File: config.mk
export PLATFORM = sky130hd
export DESIGN_NAME = if_fetch_ctrl
export DESIGN_NICKNAME = d
export VERILOG_FILES = /design/src/rtl/if_fetch_ctrl.sv
export SDC_FILE = /design/constraint.sdc
export NUM_CORES = 1
export LEC_CHECK = 0
export BUFFER_PORTS_ARGS = -buffer_cell sky130_fd_sc_hd__buf_2
export CAP_MARGIN = 5
export CORE_UTILIZATION = 45
export CTS_BUF_LIST = sky130_fd_sc_hd__clkbuf_8
export DETAILED_ROUTE_END_ITERATION = 6
export GPL_ROUTABILITY_DRIVEN = 0
export PLACE_DENSITY = 0.8
export SYNTH_ARGS = -nofsm -noshare
export SYNTH_HDL_FRONTEND = slang
export SYNTH_SLANG_ARGS = --single-unit
File: constraint.sdc
create_clock -name clk_i -period 5.12 [get_ports clk_i]
set_clock_uncertainty 0.2 [all_clocks]
set_input_delay 1.024 -clock clk_i [delete_from_list [all_inputs] [get_ports clk_i]]
set_output_delay 1.024 -clock clk_i [all_outputs]
set_load 0.01 [all_outputs]
File: src/rtl/if_fetch_ctrl.sv
// Instruction-fetch controller: issues req/ack reads at the current PC, holds the
// returned instruction for IF/ID and gates the PC write-enable.
module if_fetch_ctrl #(
    parameter int unsigned          ADDR_W    = 32,
    parameter int unsigned          DATA_W    = 32,
    parameter logic [DATA_W-1:0]    NOP_INSTR = '0
) (
    input  logic              clk_i,
    input  logic              rst_i,
    input  logic              start_i,
    input  logic [ADDR_W-1:0] pc_i,
    input  logic              stall_i,
    input  logic              flush_i,
    output logic              pc_write_o,
    output logic              imem_req_o,
    output logic [ADDR_W-1:0] imem_addr_o,
    input  logic              imem_ack_i,
    input  logic [DATA_W-1:0] imem_data_i,
    output logic [DATA_W-1:0] instr_o,
    output logic [ADDR_W-1:0] instr_pc_o,
    output logic              instr_valid_o
);

    localparam logic [1:0] IDLE  = 2'd0;
    localparam logic [1:0] ISSUE = 2'd1;
    localparam logic [1:0] WAIT  = 2'd2;
    localparam logic [1:0] HOLD  = 2'd3;

    logic [1:0] state;
    logic       flush_pending;

    // PC advances when ID takes the held instruction, or on any redirect once running.
    always_comb begin
        pc_write_o = ((state == HOLD) && !stall_i) || (flush_i && (state != IDLE));
    end

    always_ff @(posedge clk_i or posedge rst_i) begin
        if (rst_i) begin
            state         <= IDLE;
            flush_pending <= 1'b0;
            imem_req_o    <= 1'b0;
            imem_addr_o   <= '0;
            instr_o       <= NOP_INSTR;
            instr_pc_o    <= '0;
            instr_valid_o <= 1'b0;
        end else begin
            case (state)
                IDLE: begin
                    if (start_i) begin
                        state <= ISSUE;
                    end
                end
                ISSUE: begin
                    // A redirect this cycle means pc_i is stale; retry next cycle.
                    if (!flush_i) begin
                        imem_addr_o <= pc_i;
                        imem_req_o  <= 1'b1;
                        state       <= WAIT;
                    end
                end
                WAIT: begin
                    if (imem_ack_i) begin
                        imem_req_o <= 1'b0;
                        if (flush_i || flush_pending) begin
                            flush_pending <= 1'b0;
                            state         <= ISSUE;
                        end else begin
                            instr_o       <= imem_data_i;
                            instr_pc_o    <= imem_addr_o;
                            instr_valid_o <= 1'b1;
                            state         <= HOLD;
                        end
                    end else if (flush_i) begin
                        // The in-flight read is never cancelled; its data is dropped on ack.
                        flush_pending <= 1'b1;
                    end
                end
                HOLD: begin
                    if (flush_i) begin
                        instr_valid_o <= 1'b0;
                        instr_o       <= NOP_INSTR;
                        state         <= ISSUE;
                    end else if (!stall_i) begin
                        instr_valid_o <= 1'b0;
                        state         <= ISSUE;
                    end
                end
                default: begin
                    state <= IDLE;
                end
            endcase
        end
    end

endmodule

; ---- After elaboration in Yosys (flattened, before gate mapping)
; Cells that the tools add are included.
[word_totals]
reg_bits = 101
out_inout_bits = 99
elab_cells = 58
[classes]
n_eq_ne = 10
mux = 22
bitwise_logic = 2
reduce_logical = 17
[op_table]
columns = op, count
row1 = $mux 32, 3
row2 = $pmux 32 s2, 1
row3 = $mux 2, 6
row4 = $reduce_and 4->1, 3
row5 = $ne 2x2->1 const B, 5
row6 = $mux 1, 9
row7 = $reduce_and 3->1, 3
row8 = $pmux 2 s4, 1
row9 = $reduce_bool 2->1, 4
row10 = $eq 2x2->1 const B, 2
row11 = $pmux 1 s2, 2
row12 = $ne 3x3->1 const B, 1
row13 = $eq 2x1->1 const B, 1
row14 = $logic_and 1x1->1, 2
row15 = $logic_not 2->1, 1
row16 = $logic_or 1x1->1, 2
row17 = $ne 2x1->1 const B, 1
row18 = $not 1->1, 2
row19 = $reduce_and 2->1, 1
row20 = $logic_not 1->1, 1

; ---- Logic depth before layout (Yosys ltp)
[depth]
depth_word = 4
ltp_mapped = 6
depth_no_buf = 5

; ---- Worst setup path before layout
; Ideal clock, no wire load.
[synth_path]
kind = input port to output port
start = input flush_i
end = output pc_write_o
arrival_time_ns = 1.400
t_required_ns = 3.896
slack_ns = 2.496
stages = 2
path_buffers = 1
path_cell_list = buf_2 a22o_1
[synth_via]
elab_chain_cells = 2
[synth_rtl]
columns = item, line
row1 = from (decl), 13  ; input logic flush_i,
row2 = $logic_and 1x1->1, 34  ; pc_write_o = ((state == HOLD) && !stall_i) || (flush_i && (state != IDLE));
row3 = $logic_or 1x1->1, 34
row4 = to (decl), 14  ; output logic pc_write_o,
; Every way passes these cells.

; ---- Final worst setup path
[layout_path]
start = register state[0]
end = output pc_write_o
[layout_via]
elab_chain_cells = 3
[layout_rtl]
columns = item, line
row1 = from (decl), 29  ; logic [1:0] state;
row2 = from (signal assigned), 39  ; state <= IDLE;
row3 = from (signal assigned), 50  ; state <= ISSUE;
row4 = from (signal assigned), 58  ; state <= WAIT;
row5 = $eq 2x2->1 or $reduce_bool 2->1 (tied branches), 34
row6 = $logic_and 1x1->1, 34
row7 = $logic_or 1x1->1 *, 34
; Mark *: on every way between the ends. The rest lies on a longest branch, timed or not.

==> run_results.csv <==
group,metric,value,unit
clock_network,clkTransAtPathRegs,0.09,ns
layout,fill_cells,743,
critical_path,r2r_cells,6,
min_path,whs_path_depth,1,
logic_synthesis,ys_warn_count,0,
layout,diodes,0,
critical_path,critical_path_class,"reg2out",
timing,max_freq,351,MHz
logic_synthesis,syn_avg_cell_area,14.9,µm²
detailed_routing,ant_nets,0,
timing,tns,0,ns
clock_network,cts_tree,"built",
clock_network,cts_resized,0,
min_path,hold_class,"reg2reg",
global_route,grt_pass1_wl,14200,µm
timing,final_hold_viol_count,0,
detailed_routing,wire_per_inst,15.6,µm
clock_network,cts-root-buf,"clkbuf_8",
place,placement.cell_area,5140,µm²
power_and_ir_drop,ir_drop,0.357,mV
logic_synthesis,yosysSeqAreaShare,0.602,
die,core_area,8890,µm²
timing,fin_ws,2.27,ns
critical_path,crit_start,"state[0]$_DFFE_PP0P_",
clock_network,h-tree-depth,3,
timing,drv_slew,0,
logic_synthesis,synthCells,282,
min_path,min_to,"instr_pc_o[26]$_DFFE_PP0P_",
clock_network,holdBufCountCts,0,
global_route,grt_pass1_vias,2969,
critical_path,worst_r2r_endpoint,"instr_o[13]$_DFFE_PP0P_",
detailed_routing,avgViaCountPerCell,5.02,
layout,drive_above_1_share,0.627,
place,dp_hpwl,6220,µm
clock_network,cts_setup_buffers,0,
global_route,grt_max_degree,61,
timing,grt_setup_unrepaired,"false",
critical_path,worst-path-max-fanout,36,
detailed_routing,wl_met1,3780,µm
power_and_ir_drop,power.density,639,nW/µm²
logic_synthesis,synth_common_cells,"dfrtp_1 (101), mux2_2 (94), nor2b_1 (31)",
run_status,status,"finished clean",
detailed_routing,dr_wl_met3,684,µm
timing,slew_headroom,0.501,
critical_path,crit_arrival,1.62,ns
detailed_routing,top_layer,"met4",
layout,fin_area,5350,µm²
clock_network,cts_made_buffers,9,
clock_network,cts_buffer_depth,2,
logic_synthesis,synth.distinct_cells,26,
critical_path,r2r_slack,2.59,ns
logic_synthesis,synth_area_leaders,"dfrtp_1 (60%), mux2_2 (25%), nor2b_1 (4.6%)",
logic_synthesis,synthDominantCellAreaShare,0.602,
die,die-area,9730,µm²
place,portBuffers,168,
die,pin_count,169,
timing,setup-violations-final,0,
timing,finalCritPeriodShare,0.556,
critical_path,reg2reg_from,"state[0]$_DFFE_PP0P_",
logic_synthesis,ys.flop_type,"dfrtp_1",
critical_path,end_kind,"output port",
critical_path,cp.required,3.90,ns
layout,fin_util,0.602,
global_route,grt_overflow,0,
place,post-place-ws,2.28,ns
detailed_routing,wl,8800,µm
layout,num-nets-final,529,
die,fp-row-count,34,
timing,worstMarginPinSlew,0.749,ns
min_path,min_from,"instr_pc_o[26]$_DFFE_PP0P_",
critical_path,cp-start-kind,"register",
logic_synthesis,yosysTopAreaCell,"dfrtp_1",
die,die_w,98.6,µm
timing,min_period,2.85,ns
flow_run,max_cap_violations,0,
logic_synthesis,syn_area,4200,µm²
detailed_routing,num_vias,2832,
logic_synthesis,yosysMostFrequentCell,"dfrtp_1",
logic_synthesis,async_flop_share,1.00,
logic_synthesis,synth-edff-count,0,
detailed_routing,drt_iter0_markers,62,
clock_network,clock_latency,0.35,ns
detailed_routing,wl_met2,4220,µm
global_route,antenna_found_initial,0,
power_and_ir_drop,static-leakage-power,0.00270,µW
clock_network,cts.sinks,101,
die,chipHeight,98.6,µm
detailed_routing,first_pass_iters,4,
layout,area_growth,27.4,%
global_route,grt_usage,0.187,
logic_synthesis,synth-seq-cells,101,
detailed_routing,drc,0,
die,initial_core_util,0.473,
logic_synthesis,synth_nets,359,
[report_power, final]
| part | leakage [µW] | switching (µW) | internal (µW) | total [µW] |
|---|---|---|---|---|
| registers | 0.00123 | 238 | 1200 | 1440 |
| logic | 0.00136 | 684 | 755 | 1440 |
| clock network | 0.000105 | 268 | 273 | 541 |
[through the flow]
stage | hold WS (ns) | power [µW] | std cells
2_1_floorplan | 0.329 | 2330 | 282
3_3_place_gp | 0.266 | 2850 | 549
3_5_place_dp | 0.274 | 2920 | 549
4_1_cts | 0.297 | 3470 | 564
5_1_grt | 0.327 | 3660 | 564
6_report | 0.296 | 3420 | 564
[registers in the layout, summed over array words and instances (netlist names)]
signal         count
state              2
imem_addr_o       32
instr_valid_o      1
instr_pc_o        32
instr_o           32
flush_pending      1
imem_req_o         1
[layout by cell type, fill, tap and decap left out, types with 2 or more instances in the layout]
cell type,instances
ha_1,7
nand2b_1,2
inv_1,5
nand2_1,3
dfrtp_1,101
and2b_1,2
mux2_2,94
mux2_1,3
o21ai_0,2
buf_4,5
buf_2,168
clkinv_2,2
clkbuf_8,9
bufinv_16,2
a21oi_1,2
nand3b_1,2
mux2i_1,3
nor2b_1,30
[metal layers]
layer | vias to the layer above | track usage
li1 | 1315 | -
met1 | 1384 | 0.228
met2 | 122 | 0.317
met3 | 11 | 0.0582
met4 | 0 | 0.0643
met5 | - | 0
[critical path, cell delays in order, from the launching register on]
cell     delay [ns]
dfrtp_1        0.44
ha_1           0.22
buf_4          0.24
a22o_1         0.24
buf_2          0.13
[worst max-delay path by stage]
stage                     cells past startpoint                    endpoint  slack [ns]
after floorplan                               1   flush_pending$_DFFE_PP0P_        1.25
after global placement                        4  imem_addr_o[5]$_DFFE_PP0P_        2.34
after detailed placement                      4  imem_addr_o[4]$_DFFE_PP0P_        2.28
after CTS                                     4                  pc_write_o        2.25
after global routing                          4                  pc_write_o        2.16
final                                         4                  pc_write_o        2.27
[cell families after synthesis]
kind of cell / share of synthesized area
AO/OA/AOI/OAI: 0.0161
adder cells (fa/ha/maj): 0.0208
buffers and inverters: 0.0253
flip-flops: 0.602
multiplexers: 0.267
AND/OR/NAND/NOR: 0.0691
[area by class of cell]
type	count	area [µm²]	area share
well taps	108	135	0.0252
inverters	6	25.0	0.00468
repair buffers	173	878	0.164
flip-flops and latches	101	2530	0.472
clock buffers	9	124	0.0231
clock inverters	6	86.3	0.0161
multi-input cells	161	1580	0.295
No activity file was read; power rests on OpenSTA's default activity.
